`config.mk`:
```
export PLATFORM = sky130hd
export DESIGN_NAME = reservoir_spike_readout_flat
export DESIGN_NICKNAME = d
export VERILOG_FILES = /design/src/rtl/reservoir_spike_readout_pkg.sv /design/src/rtl/reservoir_spike_readout_if.sv /design/src/rtl/reservoir_spike_readout_sat_counter.sv /design/src/rtl/reservoir_spike_readout.sv /design/src/flat_wrapper.sv
export SDC_FILE = /design/constraint.sdc
export NUM_CORES = 1
export LEC_CHECK = 0
export CAP_MARGIN = 5
export CORE_AREA = 2 2 202 204
export CTS_BUF_LIST = sky130_fd_sc_hd__clkbuf_4 sky130_fd_sc_hd__clkbuf_8 sky130_fd_sc_hd__clkbuf_16
export CTS_CLUSTER_DIAMETER = 80
export CTS_CLUSTER_SIZE = 30
export DETAILED_ROUTE_END_ITERATION = 7
export DIE_AREA = 0 0 204 206
export GPL_ROUTABILITY_DRIVEN = 0
export GPL_TIMING_DRIVEN = 0
export SYNTH_ARGS = -nofsm -noshare
export SYNTH_HDL_FRONTEND = slang
export SYNTH_SLANG_ARGS = --single-unit
```
`constraint.sdc`:
```
create_clock -name clk -period 3.1 [get_ports clk]
set_input_delay 0.62 -clock clk [delete_from_list [all_inputs] [get_ports clk]]
set_output_delay 0.62 -clock clk [all_outputs]
set_load 0.005 [all_outputs]
```
`src/rtl/reservoir_spike_readout_pkg.sv`:
```
// Shared constants and types for the reservoir spike readout stage.
//   DEF_*      : default parameter values for the readout top.
//   rd_state_e : drain FSM state (ACCUM, DRAIN).
//   beat_t     : one output beat {index, count, last} at the default widths.
package reservoir_spike_readout_pkg;

    localparam int unsigned DEF_N_NEURONS = 16;
    localparam int unsigned DEF_WINDOW    = 64;
    localparam int unsigned DEF_CNT_W     = 8;
    localparam int unsigned DEF_IDX_W     = 4;

    typedef enum logic {
        ACCUM = 1'b0,
        DRAIN = 1'b1
    } rd_state_e;

    typedef struct packed {
        logic [DEF_IDX_W-1:0] index;
        logic [DEF_CNT_W-1:0] count;
        logic                 last;
    } beat_t;

endpackage

```
`src/rtl/reservoir_spike_readout_if.sv`:
```
// Valid/ready beat stream carrying one neuron's window count per beat.
//   out_valid : a shadow count is presented
//   out_ready : consumer accepts the beat
//   out_index : neuron index of the beat
//   out_count : spike count of that neuron
//   out_last  : beat of the highest neuron index
interface reservoir_spike_readout_if
    import reservoir_spike_readout_pkg::*;
#(
    parameter int unsigned IDX_W = DEF_IDX_W,
    parameter int unsigned CNT_W = DEF_CNT_W
);

    logic             out_valid;
    logic             out_ready;
    logic [IDX_W-1:0] out_index;
    logic [CNT_W-1:0] out_count;
    logic             out_last;

    modport master (
        output out_valid,
        output out_index,
        output out_count,
        output out_last,
        input  out_ready
    );

    modport slave (
        input  out_valid,
        input  out_index,
        input  out_count,
        input  out_last,
        output out_ready
    );

endinterface

```
`src/rtl/reservoir_spike_readout_sat_counter.sv`:
```
// Single saturating spike counter.
//   clk, rst_n : clock, async active-low reset
//   clr_i      : synchronous clear (wins over inc_i)
//   inc_i      : add one this cycle, saturating at all-ones
//   cnt_upd_c  : count including this cycle's increment, before any clear;
//                this is the value a window snapshot must capture
module spike_sat_counter #(
    parameter int unsigned CNT_W = 8
) (
    input  logic             clk,
    input  logic             rst_n,
    input  logic             clr_i,
    input  logic             inc_i,
    output logic [CNT_W-1:0] cnt_upd_c
);

    localparam logic [CNT_W-1:0] CNT_MAX = '1;

    logic [CNT_W-1:0] cnt_q;
    logic [CNT_W-1:0] cnt_d;

    // Saturating increment, then optional clear.
    always_comb begin
        cnt_upd_c = cnt_q;
        if (inc_i && (cnt_q != CNT_MAX)) begin
            cnt_upd_c = cnt_q + CNT_W'(1);
        end
        cnt_d = clr_i ? '0 : cnt_upd_c;
    end

    always_ff @(posedge clk or negedge rst_n) begin
        if (!rst_n) begin
            cnt_q <= '0;
        end else begin
            cnt_q <= cnt_d;
        end
    end

endmodule

```
`src/rtl/reservoir_spike_readout.sv`:
```
// Windowed spike-count readout for the reservoir crossbar.
// Counts spikes per neuron over WINDOW valid steps, snapshots the counts
// into a shadow bank at window close and streams the shadow bank out one
// neuron per beat.
//   clk, rst_n      : clock, async active-low reset
//   clear_i         : synchronous clear of counters, shadow, drain, overrun
//   enable_i        : gates step_valid_i
//   step_valid_i    : spike_record_i holds a valid time step
//   spike_record_i  : bit i = neuron i fired
//   rd              : beat stream (master side)
//   window_done_o   : one-cycle pulse after a window closes
//   overrun_o       : sticky, a window closed while the drain was busy
module reservoir_spike_readout
    import reservoir_spike_readout_pkg::*;
#(
    parameter int unsigned N_NEURONS = DEF_N_NEURONS,
    parameter int unsigned WINDOW    = DEF_WINDOW,
    parameter int unsigned CNT_W     = DEF_CNT_W,
    parameter int unsigned IDX_W     = DEF_IDX_W
) (
    input  logic                 clk,
    input  logic                 rst_n,
    input  logic                 clear_i,
    input  logic                 enable_i,
    input  logic                 step_valid_i,
    input  logic [0:N_NEURONS-1] spike_record_i,
    reservoir_spike_readout_if.master rd,
    output logic                 window_done_o,
    output logic                 overrun_o
);

    localparam int unsigned      STEP_W    = (WINDOW > 1) ? $clog2(WINDOW) : 1;
    localparam logic [STEP_W-1:0] STEP_LAST = STEP_W'(WINDOW - 1);
    localparam logic [IDX_W-1:0]  IDX_LAST  = IDX_W'(N_NEURONS - 1);

    rd_state_e        state_q, state_d;
    logic             valid_q, valid_d;
    logic [IDX_W-1:0] idx_q, idx_d;
    logic [CNT_W-1:0] count_q, count_d;
    logic             last_q, last_d;
    logic [STEP_W-1:0] step_q, step_d;
    logic             wdone_q, wdone_d;
    logic             ovr_q, ovr_d;

    logic [CNT_W-1:0] shadow_q [N_NEURONS];
    logic [CNT_W-1:0] live_upd [N_NEURONS];

    logic             step_fire;
    logic             win_close;
    logic             hs;
    logic             last_hs;
    logic             drain_idle;
    logic             snap;
    logic [IDX_W-1:0] idx_inc;

    assign step_fire  = enable_i & step_valid_i & ~clear_i;
    assign win_close  = step_fire & (step_q == STEP_LAST);
    assign hs         = valid_q & rd.out_ready;
    assign last_hs    = hs & last_q;
    // The shadow bank is free if nothing is draining or the final beat leaves now.
    assign drain_idle = (state_q == ACCUM) | last_hs;
    assign snap       = win_close & drain_idle;
    assign idx_inc    = idx_q + IDX_W'(1);

    // Live counters; cleared at every window close whether or not the snapshot is taken.
    for (genvar i = 0; i < int'(N_NEURONS); i++) begin : g_cnt
        spike_sat_counter #(
            .CNT_W (CNT_W)
        ) u_cnt (
            .clk       (clk),
            .rst_n     (rst_n),
            .clr_i     (clear_i | win_close),
            .inc_i     (step_fire & spike_record_i[i]),
            .cnt_upd_c (live_upd[i])
        );
    end

    // Step counter within the current window.
    always_comb begin
        step_d = step_q;
        if (clear_i || win_close) begin
            step_d = '0;
        end else if (step_fire) begin
            step_d = step_q + STEP_W'(1);
        end
    end

    // Shadow bank: loaded only when the drain can accept a fresh window.
    always_ff @(posedge clk or negedge rst_n) begin
        if (!rst_n) begin
            for (int i = 0; i < int'(N_NEURONS); i++) begin
                shadow_q[i] <= '0;
            end
        end else if (clear_i) begin
            for (int i = 0; i < int'(N_NEURONS); i++) begin
                shadow_q[i] <= '0;
            end
        end else if (snap) begin
            for (int i = 0; i < int'(N_NEURONS); i++) begin
                shadow_q[i] <= live_upd[i];
            end
        end
    end

    // Drain FSM next-state and beat registers. The first beat of a new window
    // reads the snapshot source directly, since the shadow bank loads the same edge.
    always_comb begin
        state_d = state_q;
        valid_d = valid_q;
        idx_d   = idx_q;
        count_d = count_q;
        last_d  = last_q;
        wdone_d = win_close;
        ovr_d   = ovr_q | (win_close & ~drain_idle);

        case (state_q)
            ACCUM: begin
                if (snap) begin
                    state_d = DRAIN;
                    valid_d = 1'b1;
                    idx_d   = '0;
                    count_d = live_upd[0];
                    last_d  = (IDX_LAST == '0);
                end
            end
            DRAIN: begin
                if (hs) begin
                    if (last_q) begin
                        if (snap) begin
                            idx_d   = '0;
                            count_d = live_upd[0];
                            last_d  = (IDX_LAST == '0);
                        end else begin
                            state_d = ACCUM;
                            valid_d = 1'b0;
                            idx_d   = '0;
                            last_d  = 1'b0;
                        end
                    end else begin
                        idx_d   = idx_inc;
                        count_d = shadow_q[idx_inc];
                        last_d  = (idx_inc == IDX_LAST);
                    end
                end
            end
            default: ;
        endcase

        if (clear_i) begin
            state_d = ACCUM;
            valid_d = 1'b0;
            idx_d   = '0;
            count_d = '0;
            last_d  = 1'b0;
            wdone_d = 1'b0;
            ovr_d   = 1'b0;
        end
    end

    always_ff @(posedge clk or negedge rst_n) begin
        if (!rst_n) begin
            state_q <= ACCUM;
            valid_q <= 1'b0;
            idx_q   <= '0;
            count_q <= '0;
            last_q  <= 1'b0;
            step_q  <= '0;
            wdone_q <= 1'b0;
            ovr_q   <= 1'b0;
        end else begin
            state_q <= state_d;
            valid_q <= valid_d;
            idx_q   <= idx_d;
            count_q <= count_d;
            last_q  <= last_d;
            step_q  <= step_d;
            wdone_q <= wdone_d;
            ovr_q   <= ovr_d;
        end
    end

    assign rd.out_valid  = valid_q;
    assign rd.out_index  = idx_q;
    assign rd.out_count  = count_q;
    assign rd.out_last   = last_q;
    assign window_done_o = wdone_q;
    assign overrun_o     = ovr_q;

endmodule

```
`src/flat_wrapper.sv`:
```
// flat-port wrapper written by rule: the top's interface ports become plain ports
module reservoir_spike_readout_flat import reservoir_spike_readout_pkg::*;
#(
    parameter int unsigned N_NEURONS = DEF_N_NEURONS,
    parameter int unsigned WINDOW    = DEF_WINDOW,
    parameter int unsigned CNT_W     = DEF_CNT_W,
    parameter int unsigned IDX_W     = DEF_IDX_W
)
  (clk, rst_n, clear_i, enable_i, step_valid_i, spike_record_i, window_done_o, overrun_o, rd_out_valid, rd_out_index, rd_out_count, rd_out_last, rd_out_ready);
  reservoir_spike_readout_if #(.IDX_W(IDX_W), .CNT_W(CNT_W)) rd_i ();
  input  logic clk;
  input  logic rst_n;
  input  logic clear_i;
  input  logic enable_i;
  input  logic step_valid_i;
  input  logic [0:N_NEURONS-1] spike_record_i;
  output logic window_done_o;
  output logic overrun_o;
  output wire logic [$bits(rd_i.out_valid)-1:0] rd_out_valid;
  output wire logic [$bits(rd_i.out_index)-1:0] rd_out_index;
  output wire logic [$bits(rd_i.out_count)-1:0] rd_out_count;
  output wire logic [$bits(rd_i.out_last)-1:0] rd_out_last;
  input wire logic [$bits(rd_i.out_ready)-1:0] rd_out_ready;
  assign rd_out_valid = rd_i.out_valid;
  assign rd_out_index = rd_i.out_index;
  assign rd_out_count = rd_i.out_count;
  assign rd_out_last = rd_i.out_last;
  assign rd_i.out_ready = rd_out_ready;
  reservoir_spike_readout #(.N_NEURONS(N_NEURONS), .WINDOW(WINDOW), .CNT_W(CNT_W), .IDX_W(IDX_W)) u_core (.clk(clk), .rst_n(rst_n), .clear_i(clear_i), .enable_i(enable_i), .step_valid_i(step_valid_i), .spike_record_i(spike_record_i), .rd(rd_i), .window_done_o(window_done_o), .overrun_o(overrun_o));
endmodule
```
==> impl_metrics.py <==
metrics = {
    "final_layout": {
        "fill_cells": 3909,
        "fin_util": 0.385,
        "insertedDiodeCount": 0,
        "fin_cells": 1863,
        "syn2layout_area_growth_pct": 11.8,
        "mostFrequentLayoutCell": "dfrtp_1",
        "nets": 1365,
        "final_area_um2": 15500,
        "drive_above_1_share": 0.109,
        "multi_input_area_um2": 6410,
        "final_cell_mix": "279 x dfrtp_1, 157 x nor2_1, 125 x nand3b_1",
        "seqCellArea_um2": 6980,
    },
    "timing": {
        "drv_slew": 0,
        "skew_ps": 23.9,
        "finalCriticalPeriod_ps": 2950,
        "tightestPinTransition_ps": 651,
        "slew_headroom": 0.566,
        "whs_ps": 52.9,
        "fmax_mhz": 339,
        "hold_viol": 0,
        "rsz0062_at_grt": "no",
        "setup_ws_ps": 153,
        "fin_crit_sh": 0.951,
        "setup_viol": 0,
    },
    "routing": {
        "first_pass_iters": 5,
        "detail-route-antenna-nets": 0,
        "drc": 0,
        "vias": 9958,
        "routed_wl_mm": 36.9,
        "routed_wire_length_per_instance_um": 19.8,
        "drt_iter0_markers": 810,
        "vias_per_cell": 5.35,
    },
    "worst_setup_path": {
        "reg2reg_slack_ps": 170,
        "critPathMaxFanout": 10,
        "worstPathArrival_ps": 3310,
        "cp.required_ps": 3460,
        "cp_slowest_cell": "clkdlybuf4s50_1",
        "cp-start-kind": "input pin",
        "crit_chain": "clkdlybuf4s50_1, clkbuf_2, buf_2, buf_1, clkbuf_1, nand3b_1, o21ai_0",
        "reg2reg_from": "u_core.rd.out_index[0]",
        "end_kind": "flop",
        "worst-path-buf-inv": 5,
        "cp_top_family": "buffers and inverters",
        "slowest_delay_ps": 780,
        "critPathKind": "in -> reg",
        "r2r_cells": 10,
        "r2r-end": "u_core.rd.out_count[6]",
    },
    "synthesis": {
        "ys_ff_latch": 279,
        "synth-async-reset-ratio": 1.00,
        "mappedNetlistNets": 1308,
        "syn_area_um2": 13800,
        "synthCells": 1267,
        "synth_ff_type": "dfrtp_1",
        "ys.warnings.count": 0,
        "syn_avg_cell_area_um2": 10.9,
        "synth_cell_type_count": 63,
        "ys_seq_area_frac": 0.505,
        "synth-edff-count": 0,
    },
    "global_routing": {
        "grt_usage": 0.177,
        "grt_overflow": 0,
        "grt_pass1_vias": 9817,
        "grt_max_degree": 109,
        "antenna_found_initial": 1,
        "grt_first_pass_wirelength_mm": 57.7,
    },
    "job": {
        "cap_violations": 0,
    },
    "clocking": {
        "postCtsSetupBuffers": 0,
        "cts_root_buf": "clkbuf_16",
        "clk_latency_ps": 520,
        "htree_levels": 1,
        "cts_made_buffers": 16,
        "cts_buffer_depth": 3,
        "path_clk_slew_ps": 100,
        "cts.sinks": 279,
        "cts-hold-fix-buffers": 0,
        "cts_tree": "yes",
    },
    "placement": {
        "dpl_cell_area_um2": 14900,
        "pre_cts_slack_ps": -387,
        "dp.cells": 1838,
        "port_buffers": 37,
        "dpl.hpwl_mm": 26.5,
    },
    "power_and_ir_drop": {
        "leakage_nw": 6.53,
        "switching_share": 0.249,
        "pwr-share-clk": 0.384,
        "peakVddDrop_mv": 0.272,
        "p_comb_frac": 0.046,
        "powerDensity_nw_per_um2": 415,
        "p_sw_w": 0.00160,
        "seqPwrFrac": 0.570,
        "p_int_w": 0.00482,
    },
    "floorplan": {
        "die-height_um": 206,
        "die_w_um": 204,
        "initial_utilization": 0.344,
        "rows": 74,
        "io_pins": 38,
        "core_um2": 40200,
        "die-area_um2": 42000,
    },
    "outcome": {
        "run_status": "finished, final reports clean",
    },
    "worst_hold_path": {
        "min_path_type": "in -> async",
    },
}
worst register-to-register path, stage by stage, from the launching register on:
cell	delay, ps
dfrtp_1	500
buf_6	200
clkbuf_4	280
inv_1	70
ha_1	270
buf_2	180
buf_2	330
mux4_2	380
mux2_2	280
o211ai_1	210
a31oi_1	120
repair_timing:
item,in CTS,in global routing
setup endpoints to repair,4,2
gates cloned,0,0
hold endpoints to repair,0,0
resized for setup,1,1
metrics by stage:
stage | power [W] | setup TNS [ps]
after detailed placement | 0.00403 | -31400
final | 0.00642 | 0
after global placement | 0.00402 | -3064480
after global routing | 0.00663 | 0
after CTS | 0.00648 | 0
after floorplan | 0.00385 | 0
routing by layer:
layer / track usage / wire [µm] / part of all wire / vias to the layer above
met5: 0 / 0 / 0 / -
met3: 0.0227 / 1590 / 0.043 / 41
met1: 0.253 / 17500 / 0.48 / 5035
met2: 0.284 / 16900 / 0.46 / 224
met4: 0.0463 / 877 / 0.024 / 0
li1: - / - / - / 4658
sequential cells by signal, summed over array words and instances, names as in the netlist:
name                      count
u_core.g_cnt.u_cnt.cnt_q    128
u_core.rd.out_count           8
u_core.rd.out_last            1
u_core.window_done_o          1
u_core.rd.out_valid           1
u_core.step_q                 6
u_core.state_q                1
u_core.rd.out_index           4
u_core.overrun_o              1
u_core.shadow_q             128
power groups by stage:
| stage | Combinational, W | Sequential [W] | Clock [W] |
|---|---|---|---|
| floorplan | 0.000122 | 0.00373 | 0 |
| global placement | 0.000290 | 0.00374 | 0 |
| detailed placement | 0.000301 | 0.00373 | 0 |
| CTS | 0.000303 | 0.00366 | 0.00252 |
| global route | 0.000328 | 0.00366 | 0.00264 |
| finish | 0.000295 | 0.00366 | 0.00246 |
logic make-up after synthesis:
family,count (synthesis),synth area share
and+or+nand+nor,519,0.208
DFF,279,0.505
AOI/OAI and AO/OA,192,0.0890
xor gates and xnor gates,101,0.0658
buffers and inverters,84,0.0320
muxes,73,0.0838
adders and majority gates,19,0.0172
layout make-up:
cell class	instances	area share
Inverter	9	0.00218
Sequential cell	279	0.451
Clock inverter	8	0.00712
Multi-Input combinational cell	904	0.414
Tap cell	532	0.0430
Clock buffer	17	0.0275
Timing Repair Buffer	39	0.0278
Buffer	75	0.0267
cell usage after synthesis, types with 11 or more instances:
master	n	area, µm²
o21ai_0	84	420
xnor2_1	39	342
a21oi_1	14	70.1
clkbuf_1	22	82.6
nand3b_1	125	938
nand2b_1	11	68.8
o21ai_2	16	140
xor2_1	60	526
nand4_1	53	332
buf_2	37	185
and4_1	11	96.3
dfrtp_1	279	6980
nor3_1	17	85.1
o21ai_1	36	180
nand2_1	66	248
ha_1	19	238
nand3_1	24	120
nor2_1	157	589
mux2i_1	36	360
mux4_2	26	586
and3_1	19	119
how the worst max path moves through the flow:
stage                     depth (start not counted)                   start                        endpoint  slack (ps)
final                                             7                 clear_i              u_core.shadow_q[4]         150
after global routing                             10  u_core.rd.out_index[0]          u_core.rd.out_count[6]          30
after CTS                                        10  u_core.rd.out_index[0]          u_core.rd.out_count[6]         100
after detailed placement                          7                 clear_i              u_core.shadow_q[4]        -390
after global placement                            1                   rst_n  u_core.g_cnt[2].u_cnt.cnt_q[0]      -10900
after floorplan                                  11  u_core.rd.out_index[0]          u_core.rd.out_count[4]         700
Power figures use the tool's default switching activity.
